### config.mk
export PLATFORM = sky130hd
export DESIGN_NAME = addr_gen_unit
export DESIGN_NICKNAME = d
export VERILOG_FILES = /design/src/rtl/agu_pkg.sv /design/src/rtl/agu_out_reg.sv /design/src/rtl/addr_gen_unit.sv
export SDC_FILE = /design/constraint.sdc
export NUM_CORES = 1
export LEC_CHECK = 0
export ABC_AREA = 1
export CAP_MARGIN = 30
export CORE_UTILIZATION = 52
export CTS_BUF_LIST = sky130_fd_sc_hd__clkbuf_8
export CTS_CLUSTER_DIAMETER = 200
export DETAILED_ROUTE_END_ITERATION = 10
export PLACE_DENSITY = 0.89
export SYNTH_ARGS = -nofsm -noshare
export SYNTH_HDL_FRONTEND = slang
export SYNTH_SLANG_ARGS = --single-unit
### constraint.sdc
create_clock -name clk -period 2.06 [get_ports clk]
set_input_delay 0.206 -clock clk [delete_from_list [all_inputs] [get_ports clk]]
set_output_delay 0.206 -clock clk [all_outputs]
set_load 0.05 [all_outputs]
### src/rtl/agu_pkg.sv
// Shared size encodings and byte-lane/alignment helpers for the address generation unit.
package agu_pkg;

  typedef enum logic [1:0] {
    SZ_B = 2'd0,
    SZ_H = 2'd1,
    SZ_W = 2'd2,
    SZ_D = 2'd3
  } size_e;

  // Contiguous lane mask for the access, shifted to its byte offset; callers truncate to their lane count.
  function automatic logic [7:0] byte_mask(input size_e sz, input logic [2:0] lsb);
    logic [7:0] m;
    case (sz)
      SZ_B:    m = 8'h01;
      SZ_H:    m = 8'h03;
      SZ_W:    m = 8'h0F;
      default: m = 8'hFF;
    endcase
    return m << lsb;
  endfunction

  // A double is never legal on a 32-bit datapath, whatever its address.
  function automatic logic is_misaligned(input size_e sz, input logic [2:0] lsb, input logic xlen64);
    logic r;
    case (sz)
      SZ_B:    r = 1'b0;
      SZ_H:    r = lsb[0];
      SZ_W:    r = |lsb[1:0];
      default: r = !xlen64 || (|lsb);
    endcase
    return r;
  endfunction

endpackage

### src/rtl/agu_out_reg.sv
// Single-entry valid/ready output register; full throughput via combinational in_ready.
module agu_out_reg #(
  parameter int W = 8
) (
  input  logic         clk,
  input  logic         rst_n,
  input  logic         in_valid,
  output logic         in_ready,
  input  logic [W-1:0] d,
  output logic         out_valid,
  input  logic         out_ready,
  output logic [W-1:0] q
);

  logic         r_valid;
  logic [W-1:0] r_q;
  logic         w_load;

  assign in_ready  = !r_valid || out_ready;
  assign w_load    = in_valid && in_ready;
  assign out_valid = r_valid;
  assign q         = r_q;

  always_ff @(posedge clk or negedge rst_n) begin
    if (!rst_n) begin
      r_valid <= 1'b0;
      r_q     <= '0;
    end else if (w_load) begin
      r_valid <= 1'b1;
      r_q     <= d;
    end else if (out_ready) begin
      r_valid <= 1'b0;
    end
  end

endmodule

### src/rtl/addr_gen_unit.sv
// Load/store effective address, byte lanes and alignment check, one registered stage.
// Alignment checking and the misalign counter exist only with ADDR_GEN_MISALIGN_CHECK_EN defined.
module addr_gen_unit
  import agu_pkg::*;
#(
  parameter int XLEN  = 32,
  parameter int CNT_W = 16
) (
  input  logic              clk,
  input  logic              rst_n,
  input  logic              in_valid,
  output logic              in_ready,
  input  logic [XLEN-1:0]   base,
  input  logic [XLEN-1:0]   offset,
  input  logic [1:0]        size,
  input  logic              is_store,
  output logic              out_valid,
  input  logic              out_ready,
  output logic [XLEN-1:0]   addr,
  output logic [XLEN/8-1:0] byte_en,
  output logic              misaligned,
  output logic              is_store_o,
  output logic [CNT_W-1:0]  misalign_cnt
);

  localparam int NB = XLEN / 8;
  localparam int OW = $clog2(NB);
  localparam int PW = XLEN + NB + 2;

  logic [XLEN-1:0] w_addr;
  logic [NB-1:0]   w_be;
  logic            w_mis;
  logic            w_acc;
  logic [PW-1:0]   w_d;
  logic [PW-1:0]   w_q;

  assign w_addr = base + offset;
  assign w_acc  = in_valid && in_ready;

`ifdef ADDR_GEN_MISALIGN_CHECK_EN
  logic [CNT_W-1:0] r_cnt;

  assign w_mis = is_misaligned(size_e'(size), w_addr[2:0], XLEN == 64);
  assign w_be  = w_mis ? '0 : NB'(byte_mask(size_e'(size), 3'(w_addr[OW-1:0])));

  // Counts at acceptance so the count lines up with the result it belongs to.
  always_ff @(posedge clk or negedge rst_n) begin
    if (!rst_n)
      r_cnt <= '0;
    else if (w_acc && w_mis && (r_cnt != '1))
      r_cnt <= r_cnt + 1'b1;
  end

  assign misalign_cnt = r_cnt;
`else
  assign w_mis        = 1'b0;
  assign w_be         = NB'(byte_mask(size_e'(size), 3'(w_addr[OW-1:0])));
  assign misalign_cnt = '0;
`endif

  assign w_d = {w_addr, w_be, w_mis, is_store};

  agu_out_reg #(.W(PW)) u_out_reg (
    .clk       (clk),
    .rst_n     (rst_n),
    .in_valid  (in_valid),
    .in_ready  (in_ready),
    .d         (w_d),
    .out_valid (out_valid),
    .out_ready (out_ready),
    .q         (w_q)
  );

  assign {addr, byte_en, misaligned, is_store_o} = w_q;

endmodule
==> results.md, run 1 <==
* Top-level I/O count at 127
* Die W at 89.14 um
* Maximum single-stage delay on the critical path at 470 ps
* Number of routed nets with antenna violations at 0
* Number of maximum-capacitance violations at 0
* CTS tree: yes
* P_leak at 3.016 nW
* Weighted congestion reported at the end of routability-driven placement at 1.023
* Final Non-Filler Cells at 892
* Worst path required time at 2240 ps
* Post-placement cell area at 5274 um^2
* Die Outline Area at 7946 um^2
* Transition time at the pin with the least slew margin at 807.7 ps
* Worst supply voltage drop on vdd at 0.3253 mV
* Maximum clock rate at 531.9 MHz
* Number of failing hold endpoints at the final stage at 0
* Cells after DPL at 884
* Internal power at 0.001935 W
* Seq/Total Area, Yosys at 24.08%
* Min cycle time layout at 1880 ps
* Final wirelength at 11,360 um
* Max stage delay cell, worst path: clkdlybuf4s50_1
* Combinational cell fraction of total power at 58.3%
* Die boundary height at 89.14 um
* Vias/cell at 4.901
* Vias in the first global route at 4,049
* Post-synthesis instance total at 658
* Switching power share of the total at 46.75%
* Largest driver fanout on the critical path at 3
* Root Buffer: clkbuf_8
* Yosys cell types at 33
* Critical path endpoint category: flop
* Data arrival time of the critical path at 2060 ps
* Pre-antenna DRT Iters at 5
* Async set-or-reset flop fraction in the synthesized netlist at 100.0%
* Critical path class: input pin to flop
* HP Class: input pin to asynchronous set/reset pin
* Fillers at 599
* CP startpoint kind: input pin
* Net count of the finished layout at 895
* Global-route congestion overflow total at 0
* Register share of total power at 27.3%
* Slew Viols, Final at 0
* Ordered list of cells on the worst path: clkdlybuf4s50_1 -> ha_2 -> inv_1 -> fa_1 -> inv_2 -> nand3_1 -> nand3_2 -> nand3_1 -> nand3_2 -> nand2_1 -> nand2_1 -> nand2_1 -> nand3_1 -> nand2_1
* Maximum level of the CTS H-tree at 2
* Number of buffers and inverters on the critical path at 3
* Register bit total from synthesis at 38
* Detail-routed net length per standard cell at 12.73 um
* Ratio of cells with drive above 1 in the final layout at 7.945%
* Placeable core region at 7292 um^2
* Largest delay contributor family on the critical path: simple AND/OR/NAND/NOR gates
* Global-route wire length before repair at 18,140 um
* Setup tns final at 0 ps
* Total of warnings raised by yosys at 0
* Initial DRC Count at 203
* Clock sink count at 38
* Power density over cell area at 675.8 nW/um^2
* GRT Util Overall at 29.66%
* Cell type with the highest occurrence count on the critical path: nand2_1
* Post-route cell area at 5376 um^2
* Largest net degree at the start of global routing at 54
* Number of port buffers at 109
* Endpoints failing setup at 0
* Relative area change from synthesis to final layout at 36.15%
* HPWL after detailed placement at 9796 um
* Synth Cell Area at 3949 um^2
* Number of buffers inserted by post-CTS setup repair at 0
* Share of total power in the clock network at 14.4%
* Relative slew slack at 46.15%
* DRC violations left at 0
* Flip-flop cell with the highest count after synthesis: dfrtp_1
* Maximum clock path buffer count at 2
* Starting density of the core at 54.15%
* # rows at 31
* Switching power at 0.001698 W
* Clock buffers created by TritonCTS at 5
* Count of inserted antenna diode cells at 0
* Clock latency on the worst-skew pair at 290 ps
* Initial antenna violation count at 0
* Number of synthesized flops with an enable pin at 0
* DR vias at 4,372
* Mean cell area of the mapped netlist at 6.001 um^2
* Period Utilization, post-route at 91.27%
* Outcome: complete, no violations
* CTS clk-pin slew, worst paths at 70 ps
* Worst setup skew after layout at 3.535 ps
* RSZ-0062 raised after global routing: false
[area by class of cell]
cell class              count  area (um^2)  area share, %
multi-input cells         493         2456          45.68
repair buffers            135         1304          24.25
flip-flops and latches     38        950.9          17.69
inverters                 119        446.7          8.308
well taps                  99        123.9          2.304
clock buffers               6        82.58          1.536
clock inverters             2        12.51         0.2327
[placed cells by master (no fill, tap or decap)]
cell type / Yosys / layout
nand3_1: 39 / 38
o21ai_1: 6 / 6
ha_1: 31 / 30
o21bai_1: 3 / 3
o31ai_1: 1 / 1
dfrtp_1: 38 / 38
a21oi_2: 1 / 1
or2_4: 1 / 1
o22ai_1: 1 / 1
nor2_2: 3 / 3
buf_2: 1 / 1
a21o_1: 1 / 1
buf_12: 0 / 2
a22o_1: 1 / 1
nor3_1: 4 / 4
buf_4: 17 / 25
nand2_1: 265 / 265
nand2_2: 13 / 13
a21oi_1: 20 / 20
ha_2: 0 / 1
nand3_2: 4 / 5
fa_1: 1 / 1
xnor2_1: 14 / 14
nand2_4: 1 / 1
xor2_1: 1 / 1
clkinv_2: 0 / 1
o21ai_0: 10 / 10
nand4_1: 3 / 3
clkinvlp_4: 0 / 1
and2_1: 1 / 1
nand3b_1: 4 / 4
inv_2: 0 / 1
or2_2: 1 / 1
inv_1: 119 / 118
clkbuf_8: 0 / 6
conb_1: 1 / 17
nor2_1: 46 / 46
clkdlybuf4s50_1: 0 / 107
[per-layer routing]
layer,part of all wire (%),GRT usage [%],vias to the layer above
li1,-,-,2236
met1,45,41.05,1931
met2,45,48.02,177
met3,6.8,2.862,28
met4,2.7,11.11,0
met5,0,0,-
[registers in the layout, indices dropped and copies added (netlist names)]
signal,count
u_out_reg.out_valid,1
u_out_reg.q,37
[worst paths after layout]
| kind | start | to | slack [ps] | cells past startpoint |
|---|---|---|---|---|
| max in group asynchronous | rst_n | u_out_reg.q[31] | 1550 | 1 |
| min | rst_n | u_out_reg.q[9] | 5 | 1 |
| max | base[0] | u_out_reg.q[26] | 180 | 14 |
| max reg2reg | u_out_reg.out_valid | u_out_reg.q[2] | 690 | 5 |
| min in group clk | u_out_reg.q[32] | u_out_reg.q[32] | 480 | 2 |
| min reg2reg | u_out_reg.q[32] | u_out_reg.q[32] | 480 | 2 |
[cells by family after synthesis]
| group | count (synthesis) | synth area share [%] |
|---|---|---|
| other cells | 1 | 0.09497 |
| buf+inv | 143 | 15.43 |
| fa+ha+maj | 32 | 10.33 |
| compound gates | 44 | 6.116 |
| simple gates | 385 | 40.62 |
| xor+xnor | 15 | 3.327 |
| flops | 38 | 24.08 |
[power groups by stage]
stage	registers, W	logic (W)	clock network (W)
floorplan	0.00156	0.000796	0
global placement	0.000997	0.00206	0
detailed placement	0.00100	0.00211	0
CTS	0.000991	0.00211	0.000528
global route	0.00101	0.00228	0.000555
finish	0.000991	0.00212	0.000523
[worst register-to-register path, cell delays in order (launching register included)]
cell and delay (ps):
dfrtp_1 380, nand2_1 110, nand2_1 130, buf_12 210
nor2_1 270, a22o_1 200
[Yosys cell counts, types with 3 or more instances]
cell / count / area (um^2)
nand2_1: 265 / 994.7
inv_1: 119 / 446.7
nor2_1: 46 / 172.7
nand3_1: 39 / 195.2
dfrtp_1: 38 / 950.9
ha_1: 31 / 387.9
a21oi_1: 20 / 100.1
buf_4: 17 / 127.6
xnor2_1: 14 / 122.6
nand2_2: 13 / 81.33
o21ai_0: 10 / 50.05
o21ai_1: 6 / 30.03
clkbuf_1: 5 / 18.77
nand3_2: 4 / 40.04
nand3b_1: 4 / 30.03
nor3_1: 4 / 20.02
nand4_1: 3 / 18.77
nor2_2: 3 / 18.77
o21bai_1: 3 / 22.52
[what timing repair did]
item                                    CTS  global route
gates resized for setup                   0             3
endpoints found under the setup margin    0             4
hold buffers                              0             0
[metrics by stage]
step	utilization [%]	total power [W]	hold slack [ps]	setup slack (ps)
5_1_grt	73.73	0.003847	66.25	9.001
3_5_place_dp	72.32	0.003108	336.7	-179.3
3_3_place_gp	72.32	0.003058	335.3	-94.41
4_1_cts	73.63	0.003632	24.07	123.2
6_report	73.73	0.003633	4.625	179.8
2_1_floorplan	-	0.002352	-89.59	157.6
No activity file was read; power rests on OpenSTA's default activity.
==> run 2, diff against run 1 <==
- CORE_UTILIZATION: 52 -> 49
- PLACE_DENSITY: 0.89 -> 0.84
- TNS_END_PERCENT: not set -> 30
- clock period: 2.06 -> 2.1 ns (I/O delays scaled with it)
==> run 2 against run 1 <==
Critical path type unchanged. First-iteration DRC count rose by 15%. Core utilization decreased by 4.0 points. Power grew 4.6%. Via count fell by 0.57%. Routed wire length barely moved.
==> results.md, run 2 (synthesized netlist as in run 1, its figures left out) <==
* Number of failing hold endpoints at the final stage at 0 (unchanged)
* P_leak at 3.039 nW (+0.77%)
* Global-route wire length before repair at 18,790 um (+3.6%)
* Combinational cell fraction of total power at 54.4% (-3.9 points)
* Register-to-register path setup slack at 760 ps (+70 ps)
* Final wirelength at 11,350 um (about the same)
* Count of hold-fix buffers inserted at cts at 0 (unchanged)
* Data arrival time of the critical path at 2080 ps (+20 ps)
* Number of maximum-capacitance violations at 0 (unchanged)
* Die Outline Area at 8422 um^2 (+6.0%)
* Worst path required time at 2280 ps (+40 ps)
* Count of inserted antenna diode cells at 0 (unchanged)
* Outcome: complete, no violations
* Final core utilization at 69.72% (-4.0 points)
* Maximum clock path buffer count at 2 (unchanged)
* Net count of the finished layout at 896 (+0.11%)
* Number of routed nets with antenna violations at 0 (unchanged)
* Ratio of cells with drive above 1 in the final layout at 7.683% (-0.26 points)
* Register share of total power at 25.6% (-1.7 points)
* Setup tns final at 0 ps (unchanged)
* Pre-antenna DRT Iters at 5 (unchanged)
* Die W at 91.77 um (+3.0%)
* GRT Util Overall at 28.13% (-1.5 points)
* Endpoints failing setup at 0 (unchanged)
* Die boundary height at 91.77 um (+3.0%)
* Fin worst setup slack at 201.8 ps (+22.00 ps)
* Internal power at 0.002136 W (+10%)
* CTS tree: yes
* Switching power at 0.001662 W (-2.1%)
* Transition time at the pin with the least slew margin at 813.7 ps (+5.944 ps)
* Clock latency on the worst-skew pair at 290 ps (about the same)
* Number of buffers inserted by post-CTS setup repair at 0 (unchanged)
* Weighted congestion reported at the end of routability-driven placement at 0.9706 (-5.2%)
* Vias/cell at 4.852 (-1.0%)
* Most common cell after layout, fill and taps aside: nand2_1
* Detail-routed net length per standard cell at 12.67 um (-0.51%)
* Placeable core region at 7767 um^2 (+6.5%)
* R2r endpoint: u_out_reg.q[31]
* Minimum setup slack after placement at -81.91 ps (+97.40 ps)
* Critical path endpoint category: flop
* Worst setup skew after layout at 4.870 ps (+1.335 ps)
* Largest driver fanout on the critical path at 3 (unchanged)
* CP startpoint kind: input pin
* Starting density of the core at 50.84% (-3.3 points)
* Clock buffers created by TritonCTS at 5 (unchanged)
* Post-CTS sizing at 0 (unchanged)
* Leading cell types in the layout, fill and taps excluded: 265 x nand2_1, 119 x inv_1, 107 x clkdlybuf4s50_1
* Relative slew slack at 45.75% (-0.40 points)
* Share of total power in the clock network at 19.9% (+5.5 points)
* Slew Viols, Final at 0 (unchanged)
* Number of flip-flops under the largest register name at 37 (unchanged)
* HP Class: input pin to asynchronous set/reset pin
* Period Utilization, post-route at 90.39%
* Switching power share of the total at 43.76% (-3.0 points)
* Number of port buffers at 109 (unchanged)
* Launching point of the worst reg2reg path: u_out_reg.out_valid
* R2R depth at 6 (+1)
* Min cycle time layout at 1898 ps
* Power density over cell area at 701.5 nW/um^2 (+3.8%)
* CTS clk-pin slew, worst paths at 80 ps (about the same)
* Largest net degree at the start of global routing at 44 (-19%)
* DR vias at 4,347 (-0.57%)
* Top-level I/O count at 127 (unchanged)
* Initial DRC Count at 233 (+15%)
* Critical path class: input pin to flop
* RSZ-0062 raised after global routing: false
* Sum of internal, switching and leakage power at 0.003799 W (+4.6%)
* Clock sink count at 38 (unchanged)
* # rows at 32 (+3.2%)
* Global-route congestion overflow total at 0 (unchanged)
* Initial antenna violation count at 0 (unchanged)
* Relative area change from synthesis to final layout at 37.14%
* Maximum level of the CTS H-tree at 2 (unchanged)
* Root Buffer: clkbuf_8
* HPWL after detailed placement at 9645 um (-1.5%)
* Worst supply voltage drop on vdd at 0.3145 mV (-3.3%)
* Maximum clock rate at 526.8 MHz
* Vias in the first global route at 4,096 (+1.2%)
* DRC violations left at 0 (unchanged)
==> run 2: layout make-up <==
type | count | area, um^2
Sequential cell | 38 | 950.9
Clock buffer | 6 | 82.58
Inverter | 119 | 446.7
Clock inverter | 2 | 60.06
Timing Repair Buffer | 136 | 1299
Tap cell | 102 | 127.6
Multi-Input combinational cell | 493 | 2449
Fill cell | 691 | 2352
==> run 2: how the worst max path moves through the flow <==
stage / start / end / slack [ps] / cells after the start
2_1_floorplan: u_out_reg.out_valid / u_out_reg.q[16] / 200 / 4
3_3_place_gp: offset[0] / u_out_reg.q[34] / -40 / 14
3_5_place_dp: offset[0] / u_out_reg.q[34] / -80 / 14
4_1_cts: offset[0] / u_out_reg.q[34] / 200 / 14
5_1_grt: offset[6] / u_out_reg.q[31] / 30 / 11
6_report: offset[0] / u_out_reg.q[26] / 200 / 14
==> run 2: per-layer routing <==
layer	routed length, um	share of wire [%]	GRT usage (%)	up-vias
met3	755	6.7	2.488	23
met4	303	2.7	9.505	0
met2	4969	44	45.24	185
met5	0	0	0	-
li1	-	-	-	2231
met1	5324	47	39.66	1908
==> run 2: critical path: stages <==
cell and delay (ps):
clkdlybuf4s50_1 460, ha_1 180, inv_1 60, fa_1 380, inv_1 110, nand3_1 70, nand3_1 110, nand3_1 100
nand3_2 110, nand2_1 80, nand2_1 60, nand2_1 40, nand3_1 60, nand2_1 60
==> run 2: power groups by stage <==
stage | registers (W) | logic [W] | clock network [W]
after floorplan | 0.00153 | 0.000781 | 0
after global placement | 0.000977 | 0.00203 | 0
after detailed placement | 0.000986 | 0.00205 | 0
after CTS | 0.000975 | 0.00206 | 0.000763
after global routing | 0.000992 | 0.00222 | 0.000792
final | 0.000974 | 0.00207 | 0.000757
==> run 2: per-stage QoR <==
stage / cell area, um^2 / cells / hold slack (ps)
after floorplan: 4009 / 674 / -85.59
after global placement: 5273 / 888 / 338.8
after detailed placement: 5273 / 888 / 348.5
after CTS: 5415 / 896 / 41.92
after global routing: 5415 / 896 / 79.38
final: 5415 / 896 / 13.46
==> run 3, diff against run 2 <==
- CORE_UTILIZATION: 49 -> 65
- DONT_BUFFER_PORTS: not set -> 1
- PLACE_DENSITY: 0.84 -> 0.81
==> run 3 against run 2 <==
Clock power down 1%. Power down 14%. Routed wire length fell by 15%. Combinational power decreased by 52%. Worst hold slack improved by 29 ps. Clock skew about the same. Cell area is 24% lower. Critical path depth down 1. Flip-flop and latch count is the same. Critical path type unchanged. Largest cell class unchanged.
==> results.md, run 3 (synthesized netlist as in run 1, its figures left out) <==
* Worst setup skew after layout at 5.365 ps (+0.4949 ps)
* Number of failing hold endpoints at the final stage at 0 (unchanged)
* Initial DRC Count at 211 (-9.4%)
* Relative slew slack at 52.92% (+7.2 points)
* Die Outline Area at 6390 um^2 (-24%)
* Final wirelength at 9668 um (-15%)
* Initial antenna violation count at 0 (unchanged)
* Vias in the first global route at 3,498 (-15%)
* Top-level I/O count at 127 (unchanged)
* Critical path endpoint category: flop
* Starting density of the core at 67.09% (+16 points)
* Clock buffers created by TritonCTS at 5 (unchanged)
* Maximum clock path buffer count at 2 (unchanged)
* Maximum clock rate at 626.2 MHz (+19%)
* Power density over cell area at 792.2 nW/um^2 (+13%)
* Outcome: complete, no violations
* Endpoints failing setup at 0 (unchanged)
* Fin worst setup slack at 503.1 ps (+301.3 ps)
* Largest driver fanout on the critical path at 3 (unchanged)
* Ratio of cells with drive above 1 in the final layout at 5.430% (-2.3 points)
* Min cycle time layout at 1597 ps (-301.3 ps)
* CTS clk-pin slew, worst paths at 80 ps (about the same)
* Number of maximum-capacitance violations at 0 (unchanged)
* Pre-antenna DRT Iters at 5 (unchanged)
* Critical path class: input pin to flop
* Count of inserted antenna diode cells at 0 (unchanged)
* Global-route wire length before repair at 15,700 um (-16%)
* Number of flip-flops under the largest register name at 37 (unchanged)
* RSZ-0062 raised after global routing: false
* Clock sink count at 38 (unchanged)
* Number of port buffers at 0 (-100%)
* Root Buffer: clkbuf_8
* Minimum setup slack after placement at 237.6 ps (+319.5 ps)
* R2R depth at 5 (-1)
* Ordered list of cells on the worst path: ha_1 -> inv_1 -> fa_1 -> inv_1 -> nand3_1 -> nand3_1 -> nand2_1 -> nand2_1 -> nand2_1 -> nand3_1 -> nand2_1 -> nand3_1 -> nand2_1
* GRT Util Overall at 31.77% (+3.6 points)
* DRC violations left at 0 (unchanged)
* Global-route congestion overflow total at 0 (unchanged)
* Transition time at the pin with the least slew margin at 705.4 ps (-108.3 ps)
* Relative area change from synthesis to final layout at 4.594%
* CTS tree: yes
* Die W at 79.94 um (-13%)
* Worst path required time at 2280 ps (about the same)
* HP Class: input pin to flop
* Vias/cell at 5.321 (+9.7%)
* Slew Viols, Final at 0 (unchanged)
* Fillers at 538 (-22%)
* Net count of the finished layout at 765 (-15%)
* Placeable core region at 5886 um^2 (-24%)
* Die boundary height at 79.94 um (-13%)
* Clock latency on the worst-skew pair at 290 ps (about the same)
* Period Utilization, post-route at 76.04% (-14 points)
* Detail-routed net length per standard cell at 13.10 um (+3.4%)
* Cell type with the highest occurrence count on the critical path: nand2_1
* Setup tns final at 0 ps (unchanged)
* Weighted congestion reported at the end of routability-driven placement at 0.9154 (-5.7%)
* Maximum level of the CTS H-tree at 2 (unchanged)
* Worst hold path stage count at 2
* DR vias at 3,927 (-9.7%)
* Leading cell types in the layout, fill and taps excluded: 265 x nand2_1, 119 x inv_1, 46 x nor2_1
* P_leak at 2.505 nW (-18%)
* Number of routed nets with antenna violations at 0 (unchanged)
* Most common cell after layout, fill and taps aside: nand2_1
* Maximum single-stage delay on the critical path at 410 ps (-50 ps)
* Number of buffers inserted by post-CTS setup repair at 0 (unchanged)
* # rows at 28 (-13%)
* Max stage delay cell, worst path: fa_1
* Data arrival time of the critical path at 1780 ps (-300 ps)
* CP startpoint kind: input pin
* Largest net degree at the start of global routing at 54 (+23%)
* Worst supply voltage drop on vdd at 0.5807 mV (+85%)
* HPWL after detailed placement at 8116 um (-16%)
## run 3: cell types whose count changed in the layout (fill, tap and decap cells not counted), sizes merged
cell           change
dlygate4sd3        +1
clkdlybuf4s50    -107
clkbuf             -1
clkinv             +1
buf               -25
## run 3: timing repair
action | in CTS | in global routing
hold buffers | 2 | 0
gates resized for setup | 0 | 0
endpoints found under the hold margin | 38 | 0
endpoints found under the setup margin | 0 | 0
## run 3: path summary, 6_finish.rpt
path / from / to / slack [ps]
hold / removal: is_store / u_out_reg.q[0] / 40
setup reg to reg: u_out_reg.out_valid / u_out_reg.q[28] / 630
min in group asynchronous: rst_n / u_out_reg.q[8] / 370
max in group asynchronous: rst_n / u_out_reg.q[0] / 1540
setup / recovery: offset[0] / u_out_reg.q[30] / 500
hold reg to reg: u_out_reg.out_valid / u_out_reg.out_valid / 750
## run 3: per-stage QoR
step | total power [W] | cell area [um^2] | util (%) | cells | hold slack, ps
after CTS | 0.003266 | 4130 | 70.17 | 738 | 43.14
final | 0.003272 | 4130 | 70.17 | 738 | 42.13
after detailed placement | 0.002507 | 3963 | 67.33 | 728 | -84.94
after floorplan | 0.002307 | 4009 | - | 674 | -85.59
after global placement | 0.002480 | 3963 | 67.33 | 728 | -84.95
after global routing | 0.003463 | 4130 | 70.17 | 738 | 29.86
## run 3: critical path: cells and delay by family
kind | cells | cell delay (ps)
fa+ha+maj | 2 | 620
buf+inv | 2 | 190
simple gates | 9 | 750
## run 3: metal layers
metal	part of all wire [%]	track usage, %
met2	42	50.94
met1	48	44.29
met4	1.5	8.750
met3	8.2	4.457
met5	0	0
## run 3: area by class of cell
| cell class | count | area (um^2) | area share [%] |
|---|---|---|---|
| clock inverter | 3 | 68.82 | 1.666 |
| timing repair buffer | 5 | 52.55 | 1.272 |
| tap | 75 | 93.84 | 2.272 |
| clock buffer | 5 | 68.82 | 1.666 |
| multi-input combinational | 493 | 2449 | 59.29 |
| sequential | 38 | 950.9 | 23.02 |
| inverter | 119 | 446.7 | 10.81 |
## run 3: where the power goes
part | leakage [nW] | internal (W) | switching, W | total, W
Combinational | 1.98 | 0.000327 | 0.000660 | 0.000987
Clock | 0.0683 | 0.000476 | 0.000270 | 0.000746
Sequential | 0.460 | 0.000874 | 0.000665 | 0.00154
